`config.mk`:
```
export PLATFORM = sky130hd
export DESIGN_NAME = pipe_skid_stage_flat
export DESIGN_NICKNAME = d
export VERILOG_FILES = /design/src/rtl/pipe_pkg.sv /design/src/rtl/pipe_skid_stage_if.sv /design/src/rtl/pipe_stall_counter.sv /design/src/rtl/pipe_skid_stage.sv /design/src/flat_wrapper.sv
export SDC_FILE = /design/constraint.sdc
export NUM_CORES = 1
export LEC_CHECK = 0
export BUFFER_PORTS_ARGS = -buffer_cell sky130_fd_sc_hd__buf_2
export CAP_MARGIN = 0
export CORE_ASPECT_RATIO = 1.4
export CORE_MARGIN = 2
export CORE_UTILIZATION = 48
export DETAILED_ROUTE_END_ITERATION = 6
export GPL_TIMING_DRIVEN = 0
export PLACE_DENSITY_LB_ADDON = 0.25
export SETUP_SLACK_MARGIN = 0.4
export SYNTH_ARGS = -nofsm -noshare
export SYNTH_HDL_FRONTEND = slang
export SYNTH_SLANG_ARGS = --single-unit
```
`constraint.sdc`:
```
create_clock -name clk -period 1.8 [get_ports clk]
set_clock_uncertainty 0.1 [all_clocks]
set_input_delay 0.18 -clock clk [delete_from_list [all_inputs] [get_ports clk]]
set_output_delay 0.18 -clock clk [all_outputs]
set_load 0.03 [all_outputs]
```
`src/rtl/pipe_pkg.sv`:
```
// Shared definitions for the skid-buffered pipeline stage: occupancy state encoding and default widths.
package pipe_pkg;

   localparam int unsigned PIPE_DATA_W = 104;
   localparam int unsigned STALL_CNT_W = 32;

   typedef enum logic [1:0] {
      EMPTY = 2'd0,
      ONE   = 2'd1,
      FULL  = 2'd2
   } pipe_state_e;

   // Main register holds a live payload in every state except EMPTY.
   function automatic logic state_has_main(input pipe_state_e s);
      return s != EMPTY;
   endfunction

   // Upstream may push whenever the skid register is free.
   function automatic logic state_can_accept(input pipe_state_e s);
      return s != FULL;
   endfunction

endpackage

```
`src/rtl/pipe_skid_stage_if.sv`:
```
// Valid/ready handshake bundle for one pipeline stage: upstream push side plus downstream pop side.
interface pipe_skid_stage_if
   import pipe_pkg::*;
#(
   parameter int unsigned DATA_W = PIPE_DATA_W
);

   logic              in_valid;
   logic              in_ready;
   logic [DATA_W-1:0] in_data;
   logic              out_valid;
   logic              out_ready;
   logic [DATA_W-1:0] out_data;

   // Producer/consumer environment around the stage.
   modport master (
      output in_valid,
      output in_data,
      output out_ready,
      input  in_ready,
      input  out_valid,
      input  out_data
   );

   // The stage itself.
   modport slave (
      input  in_valid,
      input  in_data,
      input  out_ready,
      output in_ready,
      output out_valid,
      output out_data
   );

endinterface

```
`src/rtl/pipe_stall_counter.sv`:
```
// Saturating count of cycles the stage output is held by downstream back-pressure; cleared only by reset.
module pipe_stall_counter
   import pipe_pkg::*;
#(
   parameter int unsigned CNT_W = STALL_CNT_W
) (
   input  logic             clk,
   input  logic             reset,
   input  logic             stall_i,
   output logic [CNT_W-1:0] cnt_o
);

   logic [CNT_W-1:0] cnt_q;
   logic [CNT_W-1:0] cnt_d;

   // Stop at all-ones rather than wrapping back to zero.
   always_comb begin
      cnt_d = cnt_q;
      if (stall_i && (cnt_q != {CNT_W{1'b1}})) begin
         cnt_d = cnt_q + CNT_W'(1);
      end
   end

   always_ff @(posedge clk) begin
      if (reset) begin
         cnt_q <= '0;
      end else begin
         cnt_q <= cnt_d;
      end
   end

   assign cnt_o = cnt_q;

endmodule

```
`src/rtl/pipe_skid_stage.sv`:
```
// Two-entry (main + skid) pipeline register with fully registered valid/ready; flush empties the stage.
// Optional back-pressure counter is built when PIPE_STALL_CNT_EN is defined.
module pipe_skid_stage
   import pipe_pkg::*;
#(
   parameter int unsigned DATA_W = PIPE_DATA_W
) (
   input  logic                   clk,
   input  logic                   reset,
   input  logic                   flush,
   pipe_skid_stage_if.slave       bus
`ifdef PIPE_STALL_CNT_EN
   ,
   output logic [STALL_CNT_W-1:0] stall_cnt
`endif
);

   pipe_state_e       state_q;
   pipe_state_e       state_d;
   logic [DATA_W-1:0] main_q;
   logic [DATA_W-1:0] main_d;
   logic [DATA_W-1:0] skid_q;
   logic [DATA_W-1:0] skid_d;
   logic              out_valid_q;
   logic              out_valid_d;
   logic              in_ready_q;
   logic              in_ready_d;
   logic              accept_c;
   logic              issue_c;

   assign accept_c = bus.in_valid && in_ready_q;
   assign issue_c  = out_valid_q && bus.out_ready;

   always_ff @(posedge clk) begin
      if (reset) begin
         state_q     <= EMPTY;
         main_q      <= '0;
         skid_q      <= '0;
         out_valid_q <= 1'b0;
         in_ready_q  <= 1'b1;
      end else begin
         state_q     <= state_d;
         main_q      <= main_d;
         skid_q      <= skid_d;
         out_valid_q <= out_valid_d;
         in_ready_q  <= in_ready_d;
      end
   end

   // Occupancy transitions; handshake flags are precomputed from the next state so they leave flops.
   always_comb begin
      state_d = state_q;
      main_d  = main_q;
      skid_d  = skid_q;

      unique case (state_q)
         EMPTY: begin
            if (accept_c) begin
               state_d = ONE;
               main_d  = bus.in_data;
            end
         end
         ONE: begin
            if (accept_c && issue_c) begin
               main_d = bus.in_data;
            end else if (issue_c) begin
               state_d = EMPTY;
            end else if (accept_c) begin
               state_d = FULL;
               skid_d  = bus.in_data;
            end
         end
         FULL: begin
            if (issue_c) begin
               state_d = ONE;
               main_d  = skid_q;
            end
         end
         default: begin
            state_d = EMPTY;
         end
      endcase

      // Flush only kills occupancy; stale data stays behind out_valid = 0.
      if (flush) begin
         state_d = EMPTY;
         main_d  = main_q;
         skid_d  = skid_q;
      end

      out_valid_d = state_has_main(state_d);
      in_ready_d  = state_can_accept(state_d);
   end

   assign bus.out_valid = out_valid_q;
   assign bus.out_data  = main_q;
   assign bus.in_ready  = in_ready_q;

`ifdef PIPE_STALL_CNT_EN
   logic stall_c;

   assign stall_c = out_valid_q && !bus.out_ready;

   pipe_stall_counter #(
      .CNT_W (STALL_CNT_W)
   ) u_stall_counter (
      .clk     (clk),
      .reset   (reset),
      .stall_i (stall_c),
      .cnt_o   (stall_cnt)
   );
`endif

endmodule

```
`src/flat_wrapper.sv`:
```
// flat-port wrapper written by rule: the top's interface ports become plain ports
module pipe_skid_stage_flat import pipe_pkg::*;
#(
   parameter int unsigned DATA_W = PIPE_DATA_W
)
  (clk, reset, flush, bus_in_valid, bus_in_data, bus_out_ready, bus_in_ready, bus_out_valid, bus_out_data);
  pipe_skid_stage_if #(.DATA_W(DATA_W)) bus_i ();
  input  logic clk;
  input  logic reset;
  input  logic flush;
  input wire logic [$bits(bus_i.in_valid)-1:0] bus_in_valid;
  input wire logic [$bits(bus_i.in_data)-1:0] bus_in_data;
  input wire logic [$bits(bus_i.out_ready)-1:0] bus_out_ready;
  output wire logic [$bits(bus_i.in_ready)-1:0] bus_in_ready;
  output wire logic [$bits(bus_i.out_valid)-1:0] bus_out_valid;
  output wire logic [$bits(bus_i.out_data)-1:0] bus_out_data;
  assign bus_i.in_valid = bus_in_valid;
  assign bus_i.in_data = bus_in_data;
  assign bus_i.out_ready = bus_out_ready;
  assign bus_in_ready = bus_i.in_ready;
  assign bus_out_valid = bus_i.out_valid;
  assign bus_out_data = bus_i.out_data;
  pipe_skid_stage #(.DATA_W(DATA_W)) u_core (.clk(clk), .reset(reset), .flush(flush), .bus(bus_i));
endmodule
```
# Word-level counts from Yosys, hierarchy flattened
# Index checks and enable logic that the tools add are counted.
# totals
register_bits,212
in_bits,109
wordCells,33
out_inout_bits,106
# op_classes
reduce_logical,8
n_bitwise,3
eq_ne,6
n_mux,11
# op_table
cell,n
$mux 104,3
$pmux 104 s3,1
$mux 2,6
$reduce_and 5->1,2
$ne 2x1->1 const B,3
$pmux 2 s3,1
$logic_and 1x1->1,3
$not 1->1,3
$reduce_bool 3->1,1
$eq 2x1->1 const B,1
$eq 2x2->1 const B,1
$logic_not 2->1,1
$ne 2x2->1 const B,1
$reduce_bool 2->1,1

# Logic depth before layout (Yosys ltp)
# Gate-level depths: netlist of run 1.
# depth
word_depth,7
ltp_mapped,7
ltp_nobuf,4

# Least setup slack after synthesis of run 1
# No wires, ideal clock.
# synth_timing
path_type,flip-flop to flip-flop
from,"register u_core.in_ready_q, in the netlist u_core.bus.in_ready"
to,register u_core.skid_q[10]
synth_period_minus_slack_ps,1845
arrival_ps,1613
required_time_ps,1568
slack_ps,-45
setup_ps,132
stages_incl_launch_ff,8
path_buffers,3
cell_sequence,dfxtp_1 nand4b_2 or3_1 clkbuf_1 buf_2 buf_2 nand2_1 a21oi_1
# synth_via
elab_chain_cells,4
# synth_lines
element,line_no,rtl
"start, declared",pipe_skid_stage.sv:26,logic in_ready_q;
"start signal, assigned",pipe_skid_stage.sv:46,in_ready_q <= in_ready_d;
$logic_and 1x1->1 *,pipe_skid_stage.sv:31,assign accept_c = bus.in_valid && in_ready_q;
$logic_and 1x1->1,pipe_skid_stage.sv:64,if (accept_c && issue_c) begin
$not 1->1 (no source line),n/a,
$reduce_and 5->1 (no source line) *,n/a,
"end signal, assigned",pipe_skid_stage.sv:44,skid_q <= skid_d;
"end, declared",pipe_skid_stage.sv:22,logic [DATA_W-1:0] skid_q;
# Mark *: on every way between the ends. The rest lies on a longest branch, timed or not.
# A chain may end at the register's enable or synchronous reset.

# Worst setup path in the final report of run 1
# layout_timing
from,register u_core.state_q[1]
to,"register u_core.main_q[85], in the netlist u_core.bus.out_data[85]"
# layout_via
elab_chain_cells,3
elab_cells_between_ends,9
cone_classes,eq/ne (5); mux (1); reduce/logical (3)
# layout_lines
element,line_no,rtl
"start, declared",pipe_skid_stage.sv:18,pipe_state_e state_q;
"start signal, assigned",pipe_skid_stage.sv:42,state_q <= state_d;
"$eq 2x2->1, or another cell as far along",pipe_skid_stage.sv:56,unique case (state_q)
$ne 2x1->1 (no source line) or $reduce_bool 3->1 (tied branches),n/a,
$reduce_and 5->1 (no source line),n/a,
"end signal, assigned",pipe_skid_stage.sv:43,main_q <= main_d;
"end, declared",pipe_skid_stage.sv:20,logic [DATA_W-1:0] main_q;
# Parallel ways exist; a longest one is shown, timed or not.

==> results of run 1 <==
==> layout make-up <==
class,instances,share of cell area
buffer,103,0.06286
clock buffer,30,0.04199
clock inverter,3,0.003139
inverter,2,0.0005090
multi-input combinational,645,0.3677
sequential,212,0.2889
tap,240,0.02036
timing repair buffer,382,0.2146
==> through the flow <==
stage	setup slack [ps]	std cells
CTS	-27.23	1559
floorplan	207.9	962
global route	-199.4	1617
finish	-119.4	1617
global placement	-317.4	1415
detailed placement	-413.7	1415
==> cell families (layout without fill, tap and decap cells) <==
| group | count (synthesis) | count (layout) |
|---|---|---|
| muxes | 104 | 104 |
| and+or+nand+nor | 223 | 223 |
| buffers and inverters | 105 | 520 |
| AOI/OAI and AO/OA | 318 | 318 |
| DFF | 212 | 212 |
==> power groups by stage <==
| stage | Clock [mW] | Sequential [mW] | Combinational (mW) |
|---|---|---|---|
| global route | 4.57 | 5.08 | 2.57 |
| global placement | 0 | 5.12 | 1.57 |
| detailed placement | 0 | 5.13 | 1.59 |
| floorplan | 0 | 5.47 | 0.686 |
| finish | 4.38 | 5.07 | 2.46 |
| CTS | 4.36 | 5.03 | 1.84 |
==> metal layers <==
metal  share of wire  up-vias  routed length [um]  track usage
met4           0.049        0                1729       0.1062
li1                -     4301                   -            -
met5               0        -                   0            0
met1            0.36     4762               12740       0.3044
met2            0.53      528               18610       0.4779
met3           0.062      150                2191      0.05147
==> timing repair <==
item | in CTS | in global routing
endpoints found under the setup margin | 212 | 212
cloned | 1 | 28
hold buffers | 106 | 0
setup buffers | 4 | 30
gates resized for setup | 105 | 394
pin swaps | 10 | 196
hold endpoints to repair | 188 | 0
==> worst max-delay path: stages, from the launching register on <==
cell and delay (ps):
sky130_fd_sc_hd__dfxtp_4 360, sky130_fd_sc_hd__or2_4 260, sky130_fd_sc_hd__o221ai_4 230, sky130_fd_sc_hd__buf_6 160, sky130_fd_sc_hd__buf_12 150, sky130_fd_sc_hd__buf_8 140, sky130_fd_sc_hd__buf_12 120, sky130_fd_sc_hd__a21oi_2 50
sky130_fd_sc_hd__a311oi_1 240
==> state kept, by name (all words and copies together) (netlist names) <==
| name | count |
|---|---|
| u_core.bus.in_ready | 1 |
| u_core.bus.out_data | 104 |
| u_core.bus.out_valid | 1 |
| u_core.skid_q | 104 |
| u_core.state_q | 2 |
==> cells in the final DEF, fill, tap and decap left out, types with 21 or more instances in the layout <==
| master | Yosys | final |
|---|---|---|
| sky130_fd_sc_hd__buf_2 | 40 | 223 |
| sky130_fd_sc_hd__dfxtp_1 | 212 | 207 |
| sky130_fd_sc_hd__a21oi_2 | 0 | 120 |
| sky130_fd_sc_hd__nand2_1 | 211 | 107 |
| sky130_fd_sc_hd__dlygate4sd3_1 | 0 | 106 |
| sky130_fd_sc_hd__mux2i_1 | 104 | 104 |
| sky130_fd_sc_hd__nand2_4 | 0 | 98 |
| sky130_fd_sc_hd__a21oi_1 | 209 | 86 |
| sky130_fd_sc_hd__a311oi_1 | 104 | 66 |
| sky130_fd_sc_hd__clkbuf_1 | 54 | 47 |
| sky130_fd_sc_hd__clkbuf_16 | 0 | 47 |
| sky130_fd_sc_hd__a311oi_2 | 0 | 38 |
| sky130_fd_sc_hd__buf_12 | 0 | 22 |
| sky130_fd_sc_hd__buf_6 | 3 | 21 |
==> worst paths after layout <==
path,cells after the start,to,slack [ps],startpoint
setup / recovery,8,u_core.bus.out_data[85],-120,u_core.state_q[1]
hold / removal,4,u_core.state_q[0],130,bus_out_ready
setup reg to reg,8,u_core.bus.out_data[85],-120,u_core.state_q[1]
hold reg to reg,2,u_core.skid_q[72],370,u_core.skid_q[72]
==> impl_metrics.json, run 1 <==
{
  "endpoint_type_of_the_worst_setup_path": "flip-flop",
  "fmaxAchievable_ghz": 0.5210,
  "post-synth-top-count-cell": "sky130_fd_sc_hd__dfxtp_1",
  "fin_area_mm2": 0.01475,
  "post_dp_cell_area_mm2": 0.01016,
  "timing.critical_path.arrival_ps": 2220,
  "die_footprint_mm2": 0.01911,
  "clk_pin_slew_ps": 70,
  "die_w_um": 117.4,
  "crit_fanout": 7,
  "fillers": 966,
  "synthMuxAreaShare": 0.1204,
  "period_minus_slack_ps": 1919,
  "route.detailed.vias_per_inst": 6.024,
  "list_of_most_frequent_post_synthesis_cells": "212 x sky130_fd_sc_hd__dfxtp_1, 211 x sky130_fd_sc_hd__nand2_1, 209 x sky130_fd_sc_hd__a21oi_1",
  "post_synth_inst_count": 962,
  "timing.final.hold_violations": 0,
  "synth_enable_flop_cells": 0,
  "clockRootBuffer": "sky130_fd_sc_hd__clkbuf_16",
  "synth.distinct_cells": 27,
  "ir_worst_vdd_mv": 0.8077,
  "synth_top_area_share": 0.4910,
  "yosys_warnings": 0,
  "drt-total-wl_um": 35270,
  "finalSetupTns_ps": -4556,
  "grt.total_usage": 0.2634,
  "setup_repair_after_global_routing_missed_its_margin": "true",
  "io_pins": 215,
  "num-nets-final": 1476,
  "clk_latency_ps": 500,
  "via_count": 9741,
  "antenna_found_initial": 0,
  "layout-area-overhead-vs-synth_pct": 70.64,
  "detail_route.wl_per_cell_um": 21.81,
  "start_util": 0.4861,
  "utilization": 0.8296,
  "cts_tree": "built",
  "cts.htree.levels": 1,
  "worst-slew-pin-transition_ps": 826.7,
  "power.switching_fraction": 0.2872,
  "synth_seq_cells": 212,
  "synth_compound_gate_area_share": 0.2303,
  "grt.overflow.total": 0,
  "synth_fa_ha_area_frac": 0,
  "drt-initial-drc-count": 638,
  "detailed_place_hpwl_um": 17050,
  "leakagePower_nw": 6.292,
  "place_congestion": 0.7923,
  "power_per_cell_area_mw_per_mm2": 807.4,
  "share_comb_of_total_power": 0.207,
  "fin_hold_ws_ps": 126.8,
  "run_status": "finished, violations left",
  "final.period_utilization": 1.066,
  "avgSynthCellArea_um2": 8.985,
  "synth_nets": 1071,
  "total_cts_buffers": 21,
  "synth_simple_gate_area_share": 0.1016,
  "post_route_cells_drive_above_1_share": 0.4655,
  "sequential_cell_area_fraction_in_the_yosys_report": 0.4910,
  "post_synth_main_area_contributors": "sky130_fd_sc_hd__dfxtp_1 49%, sky130_fd_sc_hd__a21oi_1 12%, sky130_fd_sc_hd__mux2i_1 12%, sky130_fd_sc_hd__a311oi_1 11%, sky130_fd_sc_hd__nand2_1 9.2%",
  "final-setup-viol-count": 130,
  "drc_errors": 0,
  "setup.worst_path.class": "flip-flop to flip-flop",
  "share_of_flip_flops_with_an_asynchronous_set_or_reset_after_synthesis": 0,
  "design.core.area_mm2": 0.01778,
  "p_total_mw": 11.91,
  "maxSlewHeadroom": 0.4489,
  "core.rowCount": 58,
  "timing.max_cap.violations": 0,
  "grt_pass1_vias": 8497,
  "synth_top_family_by_area": "compound AO/OA/AOI/OAI gates",
  "crit_required_ps": 2100,
  "register_area_mm2": 0.004260,
  "numPortBuffers": 213,
  "global_route_wire_length_before_repair_um": 41750,
  "startpoint_type": "flip-flop",
  "failing_checks": "negative setup slack",
  "dr.pass1.iters": 5,
  "clock_power_share": 0.368,
  "synthesis.area_mm2": 0.008643,
  "post_synth_xor_area_fraction": 0,
  "n_antenna_cell": 0,
  "layout_setup_ws_ps": -119.4,
  "internal_power_mw": 8.489,
  "grt_start_max_net_pins": 15,
  "multi_input_area_mm2": 0.005423,
  "power.net_switching_mw": 3.420,
  "drtAntennaViolNets": 0,
  "min_path_type": "input pin to flip-flop",
  "number_of_pins_with_negative_max_slew_slack_in_the_final_report": 0,
  "deepest_clock_path_buffer_count": 3,
  "chipHeight_um": 162.8,
  "seq_power_share": 0.425,
  "clock-sinks": 212,
  "synth_area_leader_cell": "sky130_fd_sc_hd__dfxtp_1",
  "ys.flop_type": "sky130_fd_sc_hd__dfxtp_1"
}
Note: power is estimated with default switching activity, not from simulation.
==> inputs of run 2 (changes only) <==
- CORE_UTILIZATION: 48 -> 57
- clock period: 1.8 -> 2.35 ns (I/O delays scaled with it)
==> impl_metrics.json, run 2 (synthesized netlist as in run 1, its figures left out) <==
{
  "run_status": "complete, no violations",
  "detail_route.wl_per_cell_um": 17.24,
  "detailed_place_hpwl_um": 16690,
  "timing.max_cap.violations": 0,
  "global_route_wire_length_before_repair_um": 40470,
  "crit_path_cell_trace": "nand4b_4 -> or3_1 -> buf_2 -> buf_4 -> buf_2 -> nand2_1 -> a21oi_1",
  "worst-slew-pin-transition_ps": 708.3,
  "critPathSlowestCell": "sky130_fd_sc_hd__or3_1",
  "leakagePower_nw": 5.277,
  "internal_power_mw": 6.038,
  "drt-initial-drc-count": 405,
  "crit_fanout": 10,
  "fmaxAchievable_ghz": 0.5285,
  "deepest_clock_path_buffer_count": 3,
  "critical_path.n_buffers_inverters": 3,
  "clk_pin_slew_ps": 60,
  "core.rowCount": 53,
  "layout_setup_ws_ps": 457.7,
  "critPathTopFamily": "simple AND/OR/NAND/NOR gates",
  "power_per_cell_area_mw_per_mm2": 711.3,
  "grt.overflow.total": 0,
  "finalSetupTns_ps": 0,
  "drc_errors": 0,
  "dp_slack_ps": 171.8,
  "setup.worst_path.class": "flip-flop to flip-flop",
  "endpoint_type_of_the_worst_setup_path": "flip-flop",
  "route.detailed.vias_per_inst": 5.737,
  "die_footprint_mm2": 0.01618,
  "total_cts_buffers": 20,
  "via_count": 8652,
  "maxSlewHeadroom": 0.5278,
  "clk_latency_ps": 490,
  "commonest_non_fill_non_tap_cells_in_the_layout": "244 x sky130_fd_sc_hd__buf_2, 211 x sky130_fd_sc_hd__nand2_1, 209 x sky130_fd_sc_hd__a21oi_1, 209 x sky130_fd_sc_hd__dfxtp_1",
  "layout-area-overhead-vs-synth_pct": 35.44,
  "ir_worst_vdd_mv": 0.7540,
  "drtAntennaViolNets": 0,
  "cts_tree": "built",
  "final_common_cell": "sky130_fd_sc_hd__buf_2",
  "layoutNonFillerInstCount": 1508,
  "share_comb_of_total_power": 0.164,
  "clock_power_share": 0.373,
  "die_w_um": 108.1,
  "start_util": 0.5793,
  "setup_repair_after_global_routing_missed_its_margin": "true",
  "cell_repeated_most_along_the_worst_path": "sky130_fd_sc_hd__buf_2",
  "grt.total_usage": 0.3109,
  "clockRootBuffer": "sky130_fd_sc_hd__clkbuf_16",
  "design.core.area_mm2": 0.01492,
  "final.period_utilization": 0.8052,
  "grt_start_max_net_pins": 16,
  "cts.htree.levels": 1,
  "num-nets-final": 1412,
  "clock-sinks": 212,
  "dr.pass1.iters": 6,
  "antenna_found_initial": 0,
  "power.net_switching_mw": 2.288,
  "grt_pass1_vias": 8353,
  "period_minus_slack_ps": 1892,
  "post-place-cells": 1367,
  "io_pins": 215,
  "n_antenna_cell": 0,
  "chipHeight_um": 149.7,
  "seq_power_share": 0.463,
  "startpoint_type": "flip-flop",
  "min_path_type": "input pin to flip-flop",
  "final-setup-viol-count": 0,
  "crit_required_ps": 2610,
  "utilization": 0.7846,
  "post_route_cells_drive_above_1_share": 0.2325,
  "critical-path-max-stage-delay_ps": 370,
  "timing.critical_path.arrival_ps": 2150,
  "number_of_pins_with_negative_max_slew_slack_in_the_final_report": 0,
  "numPortBuffers": 213,
  "timing.final.hold_violations": 0,
  "drt-total-wl_um": 26000,
  "place_congestion": 0.8571,
  "power.switching_fraction": 0.2748
}
-- run 2: metrics by stage --
stage	total power [mW]	hold slack [ps]	instance area, um^2
floorplan	4.689	271.0	8643
global placement	5.087	340.4	9950
detailed placement	5.109	345.8	9950
CTS	8.321	8.646	11650
global route	8.612	15.07	11710
finish	8.326	12.32	11710
-- run 2: final cells by class --
| cell class | count | area [um^2] |
|---|---|---|
| sequential | 212 | 4248 |
| clock inverter | 7 | 37.54 |
| multi-input combinational | 645 | 3944 |
| timing repair buffer | 319 | 2122 |
| inverter | 2 | 7.507 |
| tap | 192 | 240.2 |
| fill | 1044 | 3214 |
| clock buffer | 28 | 591.8 |
| buffer | 103 | 515.5 |
-- run 2: worst min-delay path: stages --
cell and delay [ps]:
sky130_fd_sc_hd__buf_2 140, sky130_fd_sc_hd__nor2_1 80, sky130_fd_sc_hd__o21a_1 110
-- run 2: power groups by stage --
stage | clock network (mW) | registers, mW | logic, mW
after floorplan | 0 | 4.19 | 0.501
after global placement | 0 | 3.92 | 1.16
after detailed placement | 0 | 3.93 | 1.18
after CTS | 3.14 | 3.85 | 1.33
after global routing | 3.29 | 3.87 | 1.46
final | 3.10 | 3.86 | 1.37
-- run 2: worst paths after layout --
path,end,from,slack [ps],depth (start not counted)
worst min register to register,u_core.skid_q[49],u_core.skid_q[49],350,2
worst max-delay path,u_core.skid_q[18],u_core.state_q[1],460,7
worst min-delay path,u_core.state_q[0],flush,10,3
worst max register to register,u_core.skid_q[18],u_core.state_q[1],460,7
-- run 2: layer usage --
metal | share of wire | wire [um] | global-route usage
met2 | 0.52 | 13590 | 0.5701
met5 | 0 | 0 | 0
met1 | 0.37 | 9502 | 0.3388
met4 | 0.042 | 1099 | 0.1487
met3 | 0.070 | 1813 | 0.05967
-- run 2: what timing repair did --
action | in CTS | in global routing
resized for setup | 3 | 26
pin swaps | 0 | 21
hold buffers | 104 | 0
setup buffers | 2 | 0
hold endpoints to repair | 104 | 0
endpoints found under the setup margin | 61 | 178
